`src/rtl/song_reader_pkg.sv`:
```
`default_nettype none
// ============================================================================
//  Module      : song_reader_pkg
//  Description : Shared widths, sequencer state encoding, end-of-song marker
//                and the song ROM contents table for song_reader.
//  Revision    : 1.0 - initial release
// ============================================================================
package song_reader_pkg;

    localparam int NOTE_W = 6;                   // note code width, 0 = rest
    localparam int DUR_W  = 6;                   // duration in 1/48 s beats
    localparam int IDX_W  = 5;                   // note index within a song
    localparam int SONG_W = 2;                   // four songs in the ROM
    localparam int ROM_AW = SONG_W + IDX_W;      // {song, index}
    localparam int ROM_DW = NOTE_W + DUR_W;      // {note, duration}

    localparam logic [DUR_W-1:0] END_MARKER = '0;   // zero duration ends a song
    localparam logic [IDX_W-1:0] IDX_MAX    = '1;   // last index before wrap

    typedef enum logic [2:0] {
        ST_IDLE      = 3'd0,
        ST_FETCH     = 3'd1,
        ST_WAIT_ROM  = 3'd2,
        ST_ISSUE     = 3'd3,
        ST_WAIT_DONE = 3'd4,
        ST_END       = 3'd5
    } state_e;

    // Song ROM contents. Unlisted words of songs 0..2 read as zero, which is
    // the end marker. Song 3 fills every index (note = index+1, duration 1)
    // so that it only ends through the index wrap.
    function automatic logic [ROM_DW-1:0] rom_word(input logic [ROM_AW-1:0] addr);
        logic [ROM_DW-1:0] w;
        w = '0;
        case (addr)
            // song 0
            7'd0:    w = {6'd10, 6'd12};
            7'd1:    w = {6'd20, 6'd8};
            7'd2:    w = {6'd30, 6'd5};
            7'd3:    w = {6'd0,  6'd10};     // rest
            7'd4:    w = {6'd15, 6'd2};
            // song 1
            7'd32:   w = {6'd5,  6'd6};
            7'd33:   w = {6'd7,  6'd9};
            7'd34:   w = {6'd9,  6'd3};
            // song 2
            7'd64:   w = {6'd40, 6'd20};
            7'd65:   w = {6'd41, 6'd21};
            default: begin
                if (addr[ROM_AW-1 -: SONG_W] == SONG_W'(3)) begin
                    w = {NOTE_W'(addr[IDX_W-1:0]) + NOTE_W'(1), DUR_W'(1)};
                end
            end
        endcase
        return w;
    endfunction

endpackage : song_reader_pkg
`default_nettype wire

```
`src/rtl/song_rom.sv`:
```
`default_nettype none
// ============================================================================
//  Module      : song_rom
//  Description : 128 x 12 synchronous ROM holding four songs of 32 words,
//                word = {note[5:0], duration[5:0]}, one-cycle read latency.
//                Contents come from the rom_word table in song_reader_pkg.
//  Ports       : clk  - system clock
//                addr - {song, index} read address
//                dout - registered read data
//  Revision    : 1.0 - initial release
// ============================================================================
module song_rom
    import song_reader_pkg::*;
(
    input  logic              clk,
    input  logic [ROM_AW-1:0] addr,
    output logic [ROM_DW-1:0] dout
);

    logic [ROM_DW-1:0] dout_q;

    always_ff @(posedge clk) begin
        dout_q <= rom_word(addr);
    end

    assign dout = dout_q;

endmodule : song_rom
`default_nettype wire

```
`src/rtl/song_reader.sv`:
```
`default_nettype none
// ============================================================================
//  Module      : song_reader
//  Description : Steps through the selected song in song_rom and hands one
//                (note, duration) pair at a time to the note player using the
//                new_note / note_done handshake. play pauses and resumes.
//                Build option SONG_LOOP_EN: restart the song at index 0
//                instead of parking in END when it finishes.
//  Ports       : clk, reset         - clock, synchronous active-high reset
//                play               - 1 = play/resume, 0 = pause in place
//                song               - song select
//                note_done          - level from the player, note finished
//                note_to_load       - registered note code for the player
//                duration_to_load   - registered duration for the player
//                new_note           - one-cycle load strobe
//                song_done          - one-cycle end-of-song strobe
//  Revision    : 1.0 - initial release
// ============================================================================
module song_reader
    import song_reader_pkg::*;
(
    input  logic              clk,
    input  logic              reset,
    input  logic              play,
    input  logic [SONG_W-1:0] song,
    input  logic              note_done,
    output logic [NOTE_W-1:0] note_to_load,
    output logic [DUR_W-1:0]  duration_to_load,
    output logic              new_note,
    output logic              song_done
);

`ifdef SONG_LOOP_EN
    localparam bit LOOP_EN = 1'b1;
`else
    localparam bit LOOP_EN = 1'b0;
`endif

    state_e              state_q, state_d;
    logic [IDX_W-1:0]    index_q, index_d;
    logic [SONG_W-1:0]   song_q, song_d;
    logic                blank_q, blank_d;
    logic [NOTE_W-1:0]   note_q, note_d;
    logic [DUR_W-1:0]    dur_q, dur_d;
    logic                new_note_q, new_note_d;
    logic                song_done_q, song_done_d;

    logic [ROM_AW-1:0]   w_rom_addr;
    logic [ROM_DW-1:0]   w_rom_dout;
    logic [NOTE_W-1:0]   w_rom_note;
    logic [DUR_W-1:0]    w_rom_dur;
    logic                w_end_marker;
    logic                w_song_change;

    assign w_rom_addr   = {song_q, index_q};
    assign w_rom_note   = w_rom_dout[ROM_DW-1 -: NOTE_W];
    assign w_rom_dur    = w_rom_dout[DUR_W-1:0];
    assign w_end_marker = (w_rom_dur == END_MARKER);

    // IDLE latches the song on its own; END ignores the selector until the
    // block has gone back through IDLE.
    assign w_song_change = (song != song_q) &&
                           (state_q != ST_IDLE) && (state_q != ST_END);

    song_rom u_song_rom (
        .clk  (clk),
        .addr (w_rom_addr),
        .dout (w_rom_dout)
    );

    always_comb begin
        state_d     = state_q;
        index_d     = index_q;
        song_d      = song_q;
        blank_d     = blank_q;
        note_d      = note_q;
        dur_d       = dur_q;
        new_note_d  = 1'b0;
        song_done_d = 1'b0;

        if (w_song_change) begin
            // Restart on the new song; this outranks a note_done in the same
            // cycle and is honoured even while paused.
            song_d  = song;
            index_d = '0;
            blank_d = 1'b0;
            state_d = ST_FETCH;
        end else begin
            unique case (state_q)
                ST_IDLE: begin
                    if (play) begin
                        song_d  = song;
                        index_d = '0;
                        state_d = ST_FETCH;
                    end
                end
                ST_FETCH: begin
                    if (play) begin
                        state_d = ST_WAIT_ROM;
                    end
                end
                ST_WAIT_ROM: begin
                    // ROM data is already valid here, so the strobes are
                    // registered on the way into ISSUE and appear during it.
                    if (play) begin
                        state_d = ST_ISSUE;
                        if (w_end_marker) begin
                            song_done_d = 1'b1;
                        end else begin
                            new_note_d = 1'b1;
                            note_d     = w_rom_note;
                            dur_d      = w_rom_dur;
                        end
                    end
                end
                ST_ISSUE: begin
                    if (play) begin
                        if (w_end_marker) begin
                            if (LOOP_EN) begin
                                index_d = '0;
                                state_d = ST_FETCH;
                            end else begin
                                state_d = ST_END;
                            end
                        end else begin
                            blank_d = 1'b1;
                            state_d = ST_WAIT_DONE;
                        end
                    end
                end
                ST_WAIT_DONE: begin
                    // The first cycle after a load is blanked: the player may
                    // still be showing done for the previous note.
                    if (play) begin
                        blank_d = 1'b0;
                        if (!blank_q && note_done) begin
                            if (index_q == IDX_MAX) begin
                                song_done_d = 1'b1;
                                index_d     = '0;
                                if (LOOP_EN) begin
                                    state_d = ST_FETCH;
                                end else begin
                                    state_d = ST_END;
                                end
                            end else begin
                                index_d = index_q + IDX_W'(1);
                                state_d = ST_FETCH;
                            end
                        end
                    end
                end
                ST_END: begin
                    if (!play) begin
                        state_d = ST_IDLE;
                    end
                end
                default: begin
                    state_d = ST_IDLE;
                end
            endcase
        end
    end

    always_ff @(posedge clk) begin
        if (reset) begin
            state_q     <= ST_IDLE;
            index_q     <= '0;
            song_q      <= '0;
            blank_q     <= 1'b0;
            note_q      <= '0;
            dur_q       <= '0;
            new_note_q  <= 1'b0;
            song_done_q <= 1'b0;
        end else begin
            state_q     <= state_d;
            index_q     <= index_d;
            song_q      <= song_d;
            blank_q     <= blank_d;
            note_q      <= note_d;
            dur_q       <= dur_d;
            new_note_q  <= new_note_d;
            song_done_q <= song_done_d;
        end
    end

    assign note_to_load     = note_q;
    assign duration_to_load = dur_q;
    assign new_note         = new_note_q;
    assign song_done        = song_done_q;

endmodule : song_reader
`default_nettype wire

```
`config.mk`:
```
export PLATFORM = sky130hd
export DESIGN_NAME = song_reader
export DESIGN_NICKNAME = d
export VERILOG_FILES = /design/src/rtl/song_reader_pkg.sv /design/src/rtl/song_rom.sv /design/src/rtl/song_reader.sv
export SDC_FILE = /design/constraint.sdc
export NUM_CORES = 1
export LEC_CHECK = 0
export CORE_ASPECT_RATIO = 0.9
export CORE_UTILIZATION = 60
export DETAILED_ROUTE_END_ITERATION = 6
export PLACE_DENSITY_LB_ADDON = 0.12
export SYNTH_ARGS = -nofsm -noshare
export SYNTH_HDL_FRONTEND = slang
export SYNTH_HIERARCHICAL = 1
export SYNTH_SLANG_ARGS = --single-unit
```
`constraint.sdc`:
```
create_clock -name clk -period 6.72 [get_ports clk]
set_clock_uncertainty 0.15 [all_clocks]
set_input_delay 1.344 -clock clk [delete_from_list [all_inputs] [get_ports clk]]
set_output_delay 1.344 -clock clk [all_outputs]
set_load 0.01 [all_outputs]
```
* Yosys cells after proc, flatten, opt, wreduce, memory -nomap -nowiden
Cells that the tools add are included.
Word-level totals: register bits after elaboration 37, bits of input ports 6, output and inout bits 14, logic and storage cells 101
Operators by class: add/sub/neg operators 2, equal/unequal tests 33, mux-type cells 32, bitwise gates (word level) 4, reductions and logical operators 20
Operators by type and width (number):
- 12-bit case mux with 10 select lines | 1
- 3-bit two-way mux | 8
- 3-bit != test, second input constant | 8
- 7-bit by 6-bit equality test with 1-bit output, second input constant | 3
- 5-bit two-way mux | 4
- 3-bit case mux with 6 select lines | 1
- 2-bit != test, second input constant | 8
- 7-bit by 2-bit equality test with 1-bit output, second input constant | 2
- 7-bit equality test, second input constant | 2
- 7-bit AND reduction | 2
- 12-bit two-way mux | 1
- 4-bit AND reduction | 3
- 1-bit two-way mux | 11
- 5-bit case mux with 2 select lines | 1
- 2-bit nonzero test | 4
- 7-bit by 1-bit equality test with 1-bit output, second input constant | 1
- 7-bit by 3-bit equality test with 1-bit output, second input constant | 1
- 7-bit zero test | 1
- 5-bit by 1-bit adder with 6-bit output, second input constant | 1
- 3-bit by 2-bit equality test with 1-bit output, second input constant | 2
- 3-bit equality test, second input constant | 2
- 6-bit zero test | 1
- 2-bit two-way mux | 3
- 5-bit by 1-bit adder with 5-bit output, second input constant | 1
- other kinds (13) | 19

* Longest topological paths before layout
word-level depth 6, depth in mapped cells 7, mapped depth without buffers 7

* By module
The synthesis kept the hierarchy.
Modules (own cells, without submodules):
- song_reader | times used 1, cells each 144, area an instance 1233.7 um^2, seq. area each 500.5 um^2
- song_rom | times used 1, cells each 82, area an instance 723.2 um^2, seq. area each 220.2 um^2

* Least setup slack after synthesis
No wires, ideal clock.
path kind input to register, start input note_done, end register index_q[4], setup time 70 ps, data arrival time 2333 ps, slack 4167 ps, stages 4, cell sequence nand2b_4 > a211o_1 > or4_1 > a21oi_1
Between the ends: cells in the longest elaborated chain, start to end 3
Ends and longest elaborated chain:
- start, declared | line song_reader.sv:26 | input logic note_done,
- 1-bit logical AND | line song_reader.sv:136 | if (!blank_q && note_done) begin
- 2-bit != test (no source line)
- 4-bit AND reduction (no source line)
- end signal, assigned | line song_reader.sv:176 | index_q <= index_d;
- end, declared | line song_reader.sv:40 | logic [IDX_W-1:0] index_q, index_d;
Every way passes these cells. A chain may end at the register's enable or synchronous reset.

* Worst setup path in the final report
start input play, end register note_q[3], in the netlist note_to_load[3]
Between the ends: cells in the longest elaborated chain, start to end 1
Ends and longest elaborated chain:
- start, declared | line song_reader.sv:24 | input logic play,
- 4-bit AND reduction (no source line)
- end signal, assigned | line song_reader.sv:179 | note_q <= note_d;
- end, declared | line song_reader.sv:43 | logic [NOTE_W-1:0] note_q, note_d;
Every way passes these cells.

==> results.toml <==
[global_routing]
antenna_found_initial = 0
gr-total-overflow = 0
track_usage_pct = 24.7
grt_max_degree = 21
first_global_vias = 1451
grt_pass1_wl_um = 6800

[layout]
syn_to_final_growth_pct = 10.0
regArea_um2 = 721
multi_input_area_um2 = 1080
final_util_pct = 69.7
drive_above_1_share_pct = 9.75
fillers = 252
final_nets = 247
antenna_cells = 0
fin_area_um2 = 2150

[logic_synthesis]
synth-edff-count = 0
synth-seq-cells = 36
syn_nets = 238
synth_cell_type_count = 52
synth_top_area_share_pct = 36.8
syn_inst = 226
ys_seq_area_share_pct = 36.8
async_flop_share_pct = 0
synth_area_leader_cell = "dfxtp_1"
synth_ff_type = "dfxtp_1"
ys_top_cells_by_count = "dfxtp_1 (36), a21oi_1 (25), o21ai_0 (18)"
synthTopCellsByArea = "dfxtp_1 (37%), a21oi_1 (6.4%), o21ai_0 (4.6%), nand3_1 (4.1%), ha_1 (3.8%)"
synth.most_common_cell = "dfxtp_1"
syn-cell-area_um2 = 1960
yosys_warnings = 6
synth_area_per_cell_um2 = 8.66

[worst_setup_path]
path_class = "primary input to register"
required_ns = 6.84
cp_data_arrival_time_ns = 3.38
startpoint_type = "primary input"
critPathMaxFanout = 12
end_kind = "register"

[routing]
drt_first_pass_iters = 6
drc_errors = 0
wl_per_cell_um = 13.7
vias = 1638
routed_wl_um = 3810
ant_nets = 0
vias_per_cell = 5.89
drt_iter0_drc = 107

[clock_tree]
clock-root-buffer = "clkbuf_4"
postCtsHoldBufs = 0
cts.sinks = 36
htree_levels = 2
path_clk_slew_ns = 0.11
clockBufferDepth = 2
cts_buffers = 5
post_cts_resized = 0
cts_tree = "done"
cts_setup_buffers = 0
clock_latency_ns = 0.34

[floorplanning]
start_util_pct = 63.3
coreArea_um2 = 3090
die_w_um = 62.2
die_h_um = 56.2
rows = 19
io_pins = 20
dieArea_um2 = 3490

[pwr]
p_per_area_nw_per_um2 = 213
p_total_w = 0.000460
ir_drop_v = 0.000158
p_leak_nw = 0.744

[timing]
tightest_slew_ns = 1.19
drv_slew = 0
finalHoldViolations = 0
rsz0062_at_grt = "false"
min_period_ns = 3.27
finalSetupViolations = 0
max_freq_mhz = 306
setup_tns_ns = 0
relSlewSlack_pct = 20.3
fin_crit_sh_pct = 48.6

[placed_design]
portBuffers = 19
placed_area_um2 = 2070
hpwl_um = 2780
gp_congestion = 0.896

[job]
drv_cap = 0

[min_path]
min_path_type = "register to register"

[outcome]
outcome = "finished, final reports clean"
-- sequential cells by signal, indices dropped and copies added, names as in the netlist --
name / count
song_q: 2
u_song_rom/dout: 11
state_q: 3
index_q: 5
new_note: 1
duration_to_load: 6
note_to_load: 6
song_done: 1
blank_q: 1
-- area by class of cell --
class                   count  area share, %
inverters                   7           1.22
multi-input cells         166           50.3
clock inverters             3           1.98
repair buffers             19           8.83
well taps                  42           2.44
clock buffers               5           1.74
flip-flops and latches     36           33.5
-- power breakdown --
| group | internal [W] | switching [W] | total (W) |
|---|---|---|---|
| clock | 0.0000775 | 0.0000739 | 0.000151 |
| combinational | 0.0000290 | 0.0000381 | 0.0000671 |
| sequential | 0.000225 | 0.0000156 | 0.000241 |
-- cells in the final DEF (no fill, tap or decap), types with 3 or more instances in the layout --
cell             count
o21bai_1             3
nor2b_1              3
clkbuf_4             5
nand2_1             14
clkdlybuf4s50_1     19
mux2i_1              6
a211o_1              3
xor2_1               4
nand3_1             16
inv_1                7
nand2b_1             4
nor2_1              15
a21oi_1             25
o21ai_0             18
nor3_1               5
a211oi_1             3
dfxtp_1             36
ha_1                 6
-- kinds of logic after synthesis --
kind of cell	after synthesis	synth area share (%)
AND/OR/NAND/NOR	76	21.9
AO/OA/AOI/OAI	71	23.7
flip-flops	36	36.8
buffers and inverters	24	7.80
adder cells (fa/ha/maj)	6	3.84
XOR/XNOR	6	2.69
multiplexers	6	3.07
other	1	0.192
-- metal layers --
| layer | vias up | global-route usage (%) | wire (um) |
|---|---|---|---|
| met2 | 56 | 36.1 | 1700 |
| met3 | 6 | 6.35 | 202 |
| li1 | 826 | - | - |
| met1 | 750 | 34.9 | 1860 |
| met5 | - | 0 | 0 |
| met4 | 0 | 9.63 | 46 |
-- critical path, stage by stage --
cell             delay (ns)
clkdlybuf4s50_1        0.62
nand2b_4               0.12
a211oi_1               0.94
nand3_1                0.18
a21oi_1                0.18
-- final timing paths --
kind                     end  slack, ns  cells past startpoint          startpoint
max          note_to_load[3]       3.45                      5                play
min          note_to_load[0]       0.31                      2  u_song_rom/dout[6]
max reg2reg       index_q[2]       4.23                      7          index_q[0]
min reg2reg  note_to_load[0]       0.31                      2  u_song_rom/dout[6]
-- stage by stage --
step / cells / setup WS, ns / hold slack [ns]
final: 278 / 3.45 / 0.306
after global placement: 270 / 3.21 / 0.291
after detailed placement: 270 / 3.14 / 0.294
after floorplan: 226 / 4.17 / 0.279
after CTS: 278 / 3.50 / 0.312
after global routing: 278 / 3.25 / 0.320
(Power assumes the default switching activity.)
